--- config.mk ---
export PLATFORM = sky130hd
export DESIGN_NAME = tm1638_key_conditioner
export DESIGN_NICKNAME = d
export VERILOG_FILES = /design/src/rtl/tm1638_key_conditioner.sv
export SDC_FILE = /design/constraint.sdc
export NUM_CORES = 1
export LEC_CHECK = 0
export ABC_AREA = 1
export BUFFER_PORTS_ARGS = -buffer_cell sky130_fd_sc_hd__buf_4
export CORE_AREA = 4 4 156 158
export CTS_BUF_LIST = sky130_fd_sc_hd__clkbuf_8
export DETAILED_ROUTE_END_ITERATION = 12
export DIE_AREA = 0 0 160 162
export PLACE_DENSITY = 0.74
export REMOVE_ABC_BUFFERS = 1
export SETUP_SLACK_MARGIN = 0.2
export SYNTH_ARGS = -nofsm -noshare
export SYNTH_HDL_FRONTEND = slang
export SYNTH_SLANG_ARGS = --single-unit
export TNS_END_PERCENT = 30
--- constraint.sdc ---
create_clock -name clock -period 2.9 [get_ports clock]
set_input_delay 0.58 -clock clock [delete_from_list [all_inputs] [get_ports clock]]
set_output_delay 0.58 -clock clock [all_outputs]
set_load 0.02 [all_outputs]
--- src/rtl/tm1638_key_conditioner.sv ---
// tm1638_key_conditioner: synchronises and debounces the TM1638 key inputs, then
// derives one-cycle press/release pulses, per-key toggle latches, a wrapping press
// counter and the index of the most recently pressed key.
// Optional feature macro: AUTOREPEAT_EN (held-key auto-repeat on last_key).
module tm1638_key_conditioner #(
  parameter int N_KEYS          = 8,
  parameter int DEBOUNCE_CYCLES = 270000,
  parameter int W_COUNT         = 16,
  parameter int REPEAT_DELAY    = 13500000,
  parameter int REPEAT_PERIOD   = 2700000,
  localparam int IDX_W          = (N_KEYS > 1) ? $clog2(N_KEYS) : 1
) (
  input  logic               clock,
  input  logic               reset,
  input  logic [N_KEYS-1:0]  key_raw,
  output logic [N_KEYS-1:0]  key_stable,
  output logic [N_KEYS-1:0]  key_press,
  output logic [N_KEYS-1:0]  key_release,
  output logic [N_KEYS-1:0]  key_toggle,
  output logic [W_COUNT-1:0] press_count,
  output logic [IDX_W-1:0]   last_key,
  output logic               any_pressed
);

  localparam int CNT_W = $clog2(DEBOUNCE_CYCLES);
  localparam logic [CNT_W-1:0] CNT_LAST = CNT_W'(DEBOUNCE_CYCLES - 1);

  if (DEBOUNCE_CYCLES < 2 || REPEAT_DELAY < 1 || REPEAT_PERIOD < 1) begin : g_bad_cfg
    $error("tm1638_key_conditioner: invalid timing parameters");
  end

  // Number of set bits, truncated to the counter width so the sum wraps naturally.
  function automatic logic [W_COUNT-1:0] popcount(input logic [N_KEYS-1:0] v);
    logic [W_COUNT-1:0] s;
    s = '0;
    for (int i = 0; i < N_KEYS; i++) s = s + W_COUNT'(v[i]);
    return s;
  endfunction

  // Lowest set index of v, or hold when v is empty.
  function automatic logic [IDX_W-1:0] lowest_index(input logic [N_KEYS-1:0] v,
                                                    input logic [IDX_W-1:0]  hold);
    logic [IDX_W-1:0] r;
    r = hold;
    for (int i = N_KEYS - 1; i >= 0; i--) if (v[i]) r = IDX_W'(i);
    return r;
  endfunction

  logic [N_KEYS-1:0] sync_p0, sync_p1;
  logic [N_KEYS-1:0] stable_p3;
  logic [CNT_W-1:0]  cnt [N_KEYS];
  logic [N_KEYS-1:0] rise, fall, press_next;

  // Stage 0/1: two-flop synchroniser, sync_p1 is the usable level.
  always_ff @(posedge clock) begin
    if (reset) begin
      sync_p0 <= '0;
      sync_p1 <= '0;
    end else begin
      sync_p0 <= key_raw;
      sync_p1 <= sync_p0;
    end
  end

  // Stage 2: accept a level only after DEBOUNCE_CYCLES consecutive differing samples.
  always_ff @(posedge clock) begin
    if (reset) begin
      key_stable <= '0;
      for (int i = 0; i < N_KEYS; i++) cnt[i] <= '0;
    end else begin
      for (int i = 0; i < N_KEYS; i++) begin
        if (sync_p1[i] == key_stable[i]) begin
          cnt[i] <= '0;
        end else if (cnt[i] == CNT_LAST) begin
          key_stable[i] <= sync_p1[i];
          cnt[i]        <= '0;
        end else begin
          cnt[i] <= cnt[i] + 1'b1;
        end
      end
    end
  end

  assign rise        = key_stable & ~stable_p3;
  assign fall        = ~key_stable & stable_p3;
  assign any_pressed = |key_stable;

`ifdef AUTOREPEAT_EN
  localparam int RMAX  = (REPEAT_DELAY > REPEAT_PERIOD) ? REPEAT_DELAY : REPEAT_PERIOD;
  localparam int TMR_W = $clog2(RMAX + 1);

  logic [TMR_W-1:0] rep_tmr;
  logic             rep_run;
  logic             rep_act;
  logic [IDX_W-1:0] rep_key;
  logic             rep_fire;

  // rep_key mirrors last_key but is updated in the same cycle as the press pulse.
  assign rep_fire   = rep_act && key_stable[rep_key] &&
                      (rep_run ? (rep_tmr == TMR_W'(REPEAT_PERIOD - 1))
                               : (rep_tmr == TMR_W'(REPEAT_DELAY - 1)));
  assign press_next = rise | (rep_fire ? (N_KEYS'(1) << rep_key) : '0);

  // Repeat timer: restarts on every real press, dies when the tracked key is released.
  always_ff @(posedge clock) begin
    if (reset) begin
      rep_tmr <= '0;
      rep_run <= 1'b0;
      rep_act <= 1'b0;
      rep_key <= '0;
    end else if (rise != '0) begin
      rep_tmr <= '0;
      rep_run <= 1'b0;
      rep_act <= 1'b1;
      rep_key <= lowest_index(press_next, rep_key);
    end else if (!rep_act || !key_stable[rep_key]) begin
      rep_tmr <= '0;
      rep_run <= 1'b0;
      rep_act <= 1'b0;
    end else if (rep_fire) begin
      rep_tmr <= '0;
      rep_run <= 1'b1;
    end else begin
      rep_tmr <= rep_tmr + 1'b1;
    end
  end
`else
  assign press_next = rise;
`endif

  // Stage 3: edge detection on the debounced level, one-cycle pulses.
  always_ff @(posedge clock) begin
    if (reset) begin
      stable_p3   <= '0;
      key_press   <= '0;
      key_release <= '0;
    end else begin
      stable_p3   <= key_stable;
      key_press   <= press_next;
      key_release <= fall;
    end
  end

  // Stage 4: toggle latches, press counter and last pressed key follow key_press.
  always_ff @(posedge clock) begin
    if (reset) begin
      key_toggle  <= '0;
      press_count <= '0;
      last_key    <= '0;
    end else begin
      key_toggle  <= key_toggle ^ key_press;
      press_count <= press_count + popcount(key_press);
      last_key    <= lowest_index(key_press, last_key);
    end
  end

endmodule

==> results.toml <==
[floorplan]
fp.dieW_um = 160
coreArea_mm2 = 0.0231
num_rows = 56
boundaryPins = 62
initial_utilization_pct = 53.6
die_height_um = 162
die-area_mm2 = 0.0259

[critical_path]
worstSetupStartpointType = "flip-flop"
r2r_start = "key_press[0]"
path_max_fanout = 5
crit_buf_inv = 3
r2r-end = "press_count[14]"
r2r_slack_ns = -0.27
worst-path-stages = 13
r2r_cells = 13
cp_data_required_time_ns = 3.36
critPathSlowestCell = "fa_1"
critPathTopFamily = "adder cells"
path_common_cell = "fa_1"
cp_cell_sequence = "fa_1 -> inv_1 -> fa_1 -> fa_1 -> fa_2 -> inv_2 -> fa_2 -> nand2_2 -> nand2_2 -> nand3b_1 -> inv_1 -> nand3_1 -> a21oi_2"
crit_path_end_kind = "flip-flop"
arrival_ns = 3.64
crit_type = "flip-flop to flip-flop"
max_stage_delay_ns = 0.52

[final_layout]
final_cell_mix = "nand2_1, nor2_1, inv_1, edfxtp_1, conb_1"
final_common_cell = "nand2_1"
final_nets = 1833
diodes = 0
syn2layout_area_growth_pct = 17.9
instances_no_fill = 2127
post-route-util_pct = 63.2
drive_above_1_share_pct = 11.5

[global_routing]
first_global_vias = 9608
grt_start_max_net_pins = 43
grt_pass1_wl_um = 44200
antenna_found_initial = 0
grt_usage_pct = 20.1
grt_overflow = 0

[placed_design]
portBuffers = 61
gp_congestion = 0.879
dp_slack_ns = -0.328
place_hpwl_um = 19500
placed_cells = 2050

[route]
met1_length_um = 12100
vias = 10400
ant_nets = 0
vias_per_cell = 4.87
topRoutingLayerUsed = "met4"
wl_met2_um = 12100
drt_first_pass_iters = 5
avgRoutedWirePerCell_um = 12.2
wirelength_um = 26000
drc = 0
drt_iter0_markers = 648
wl_met3_um = 1360

[timing]
rsz0062_at_grt = "yes"
fin_skew_ns = 0.0313
report.final.slew_viol_count = 0
fin_crit_sh_pct = 109
fin_tns_setup_ns = -1.41
fin_ws_ns = -0.272
fin_crit_ns = 3.17
max_freq_mhz = 315
setup_violations = 10
hold_violations = 0

[synthesis]
ys_types = 41
ys.warnings.count = 0
synthArstFlopShare_pct = 0
synthCells = 1553
syn_area_per_cell_um2 = 7.98
synth_edf_count = 152
synth_flop_cell = "edfxtp_1"
synth_area_mm2 = 0.0124
ys_seq_area_share_pct = 48.9
synth_area_leader_cell = "edfxtp_1"
synth-seq-cells = 227
synth_top_area_share_pct = 36.8
synth_area_leaders = "edfxtp_1, dfxtp_1, nand2_1"

[hold_path]
hold_path_class = "primary input to flip-flop"
hold_end = "sync_p0[4]"
worstHoldPathCells = 3
hp-start = "key_raw[4]"

[clocking]
cts_buffers = 41
cts-hold-fix-buffers = 0
clockBufferDepth = 3
clk_pin_slew_worst_paths_ns = 0.06
ctsHtreeMaxLevel = 2
cts_tree = "built"
cts_sinks = 227
clk_latency_ns = 0.55
clockRootBuffer = "clkbuf_8"

[power_and_ir_drop]
p_per_area_mw_per_mm2 = 468
fin_total_pwr_mw = 6.84
leakage_nw = 5.99
ir_drop_v = 0.000364

[outcome]
outcome = "complete, but fails checks"
violations = "negative setup slack"

[run]
drv_cap = 0
[worst reg2reg max path: stages, from the launching register on]
cell	delay, ns
dfxtp_2	0.33
fa_1	0.52
inv_1	0.05
fa_1	0.50
fa_1	0.43
fa_2	0.35
inv_2	0.07
fa_2	0.21
nand2_2	0.07
nand2_2	0.08
nand3b_1	0.17
inv_1	0.12
nand3_1	0.08
a21oi_2	0.14
[metal layers]
layer,GRT usage [%],vias up
li1,-,5395
met1,27.1,4696
met2,33.9,224
met3,3.81,42
met4,4.93,0
met5,0,-
[final cells by class]
| type | count | area [µm²] |
|---|---|---|
| sequential | 227 | 6070 |
| timing repair buffer | 73 | 548 |
| multi-input combinational | 1285 | 6170 |
| clock buffer | 51 | 702 |
| clock inverter | 25 | 104 |
| tap | 290 | 363 |
| fill | 2091 | 8510 |
| inverter | 176 | 661 |
[through the flow]
stage	cell area, µm²	hold WS, ns
2_1_floorplan	12800	0.388
3_3_place_gp	13700	0.391
3_5_place_dp	13700	0.397
4_1_cts	14600	0.212
5_1_grt	14600	0.227
6_report	14600	0.243
[synthesized netlist by cell type (6+ instances only)]
cell and n:
dfxtp_1 75, or2_0 7, inv_1 173, xnor2_1 35, o21ai_0 22, nand3b_1 13, a21oi_1 90, nor2_1 336
xor2_1 28, ha_1 14, nand2_2 7, nor3_1 18, nor2_4 6, nand3_1 89, or2_2 11, nand4_1 38
nor2_2 16, nand3_2 7, edfxtp_1 152, nand2_1 361
[worst max path at each step]
| stage | from | to | slack (ns) |
|---|---|---|---|
| floorplan | key_press[1] | press_count[10] | -0.29 |
| global placement | key_press[0] | press_count[10] | -0.29 |
| detailed placement | key_press[0] | press_count[8] | -0.33 |
| CTS | key_press[0] | press_count[14] | -0.29 |
| global route | key_press[0] | press_count[14] | -0.43 |
| finish | key_press[0] | press_count[14] | -0.27 |
[flip-flops by register name, summed over array words and instances, names as in the netlist]
register	cells
press_count	16
sync_p0	8
stable_p3	8
sync_p1	8
last_key	3
key_stable	8
key_press	8
key_release	8
cnt	152
key_toggle	8
[cell families (layout without fill, tap and decap cells)]
logic type,count (synthesis),after routing,share of synthesized area (%)
compound gates,122,122,5.24
xor+xnor,63,63,4.45
fa+ha+maj,19,19,2.22
buf+inv,192,325,6.29
flops,227,227,48.9
other cells,1,152,0.0303
simple gates,929,929,32.8
[what timing repair did]
action / 4_1_cts / 5_1_grt
pin swaps: 5 / 4
setup buffers: 0 / 1
endpoints found under the setup margin: 15 / 15
resized for setup: 14 / 5
[report_power, final]
| group | switching [mW] | leakage [nW] | internal (mW) |
|---|---|---|---|
| combinational | 0.185 | 3.33 | 0.0904 |
| clock | 1.31 | 0.484 | 1.58 |
| sequential | 0.113 | 2.18 | 3.55 |
(Power assumes the default switching activity.)
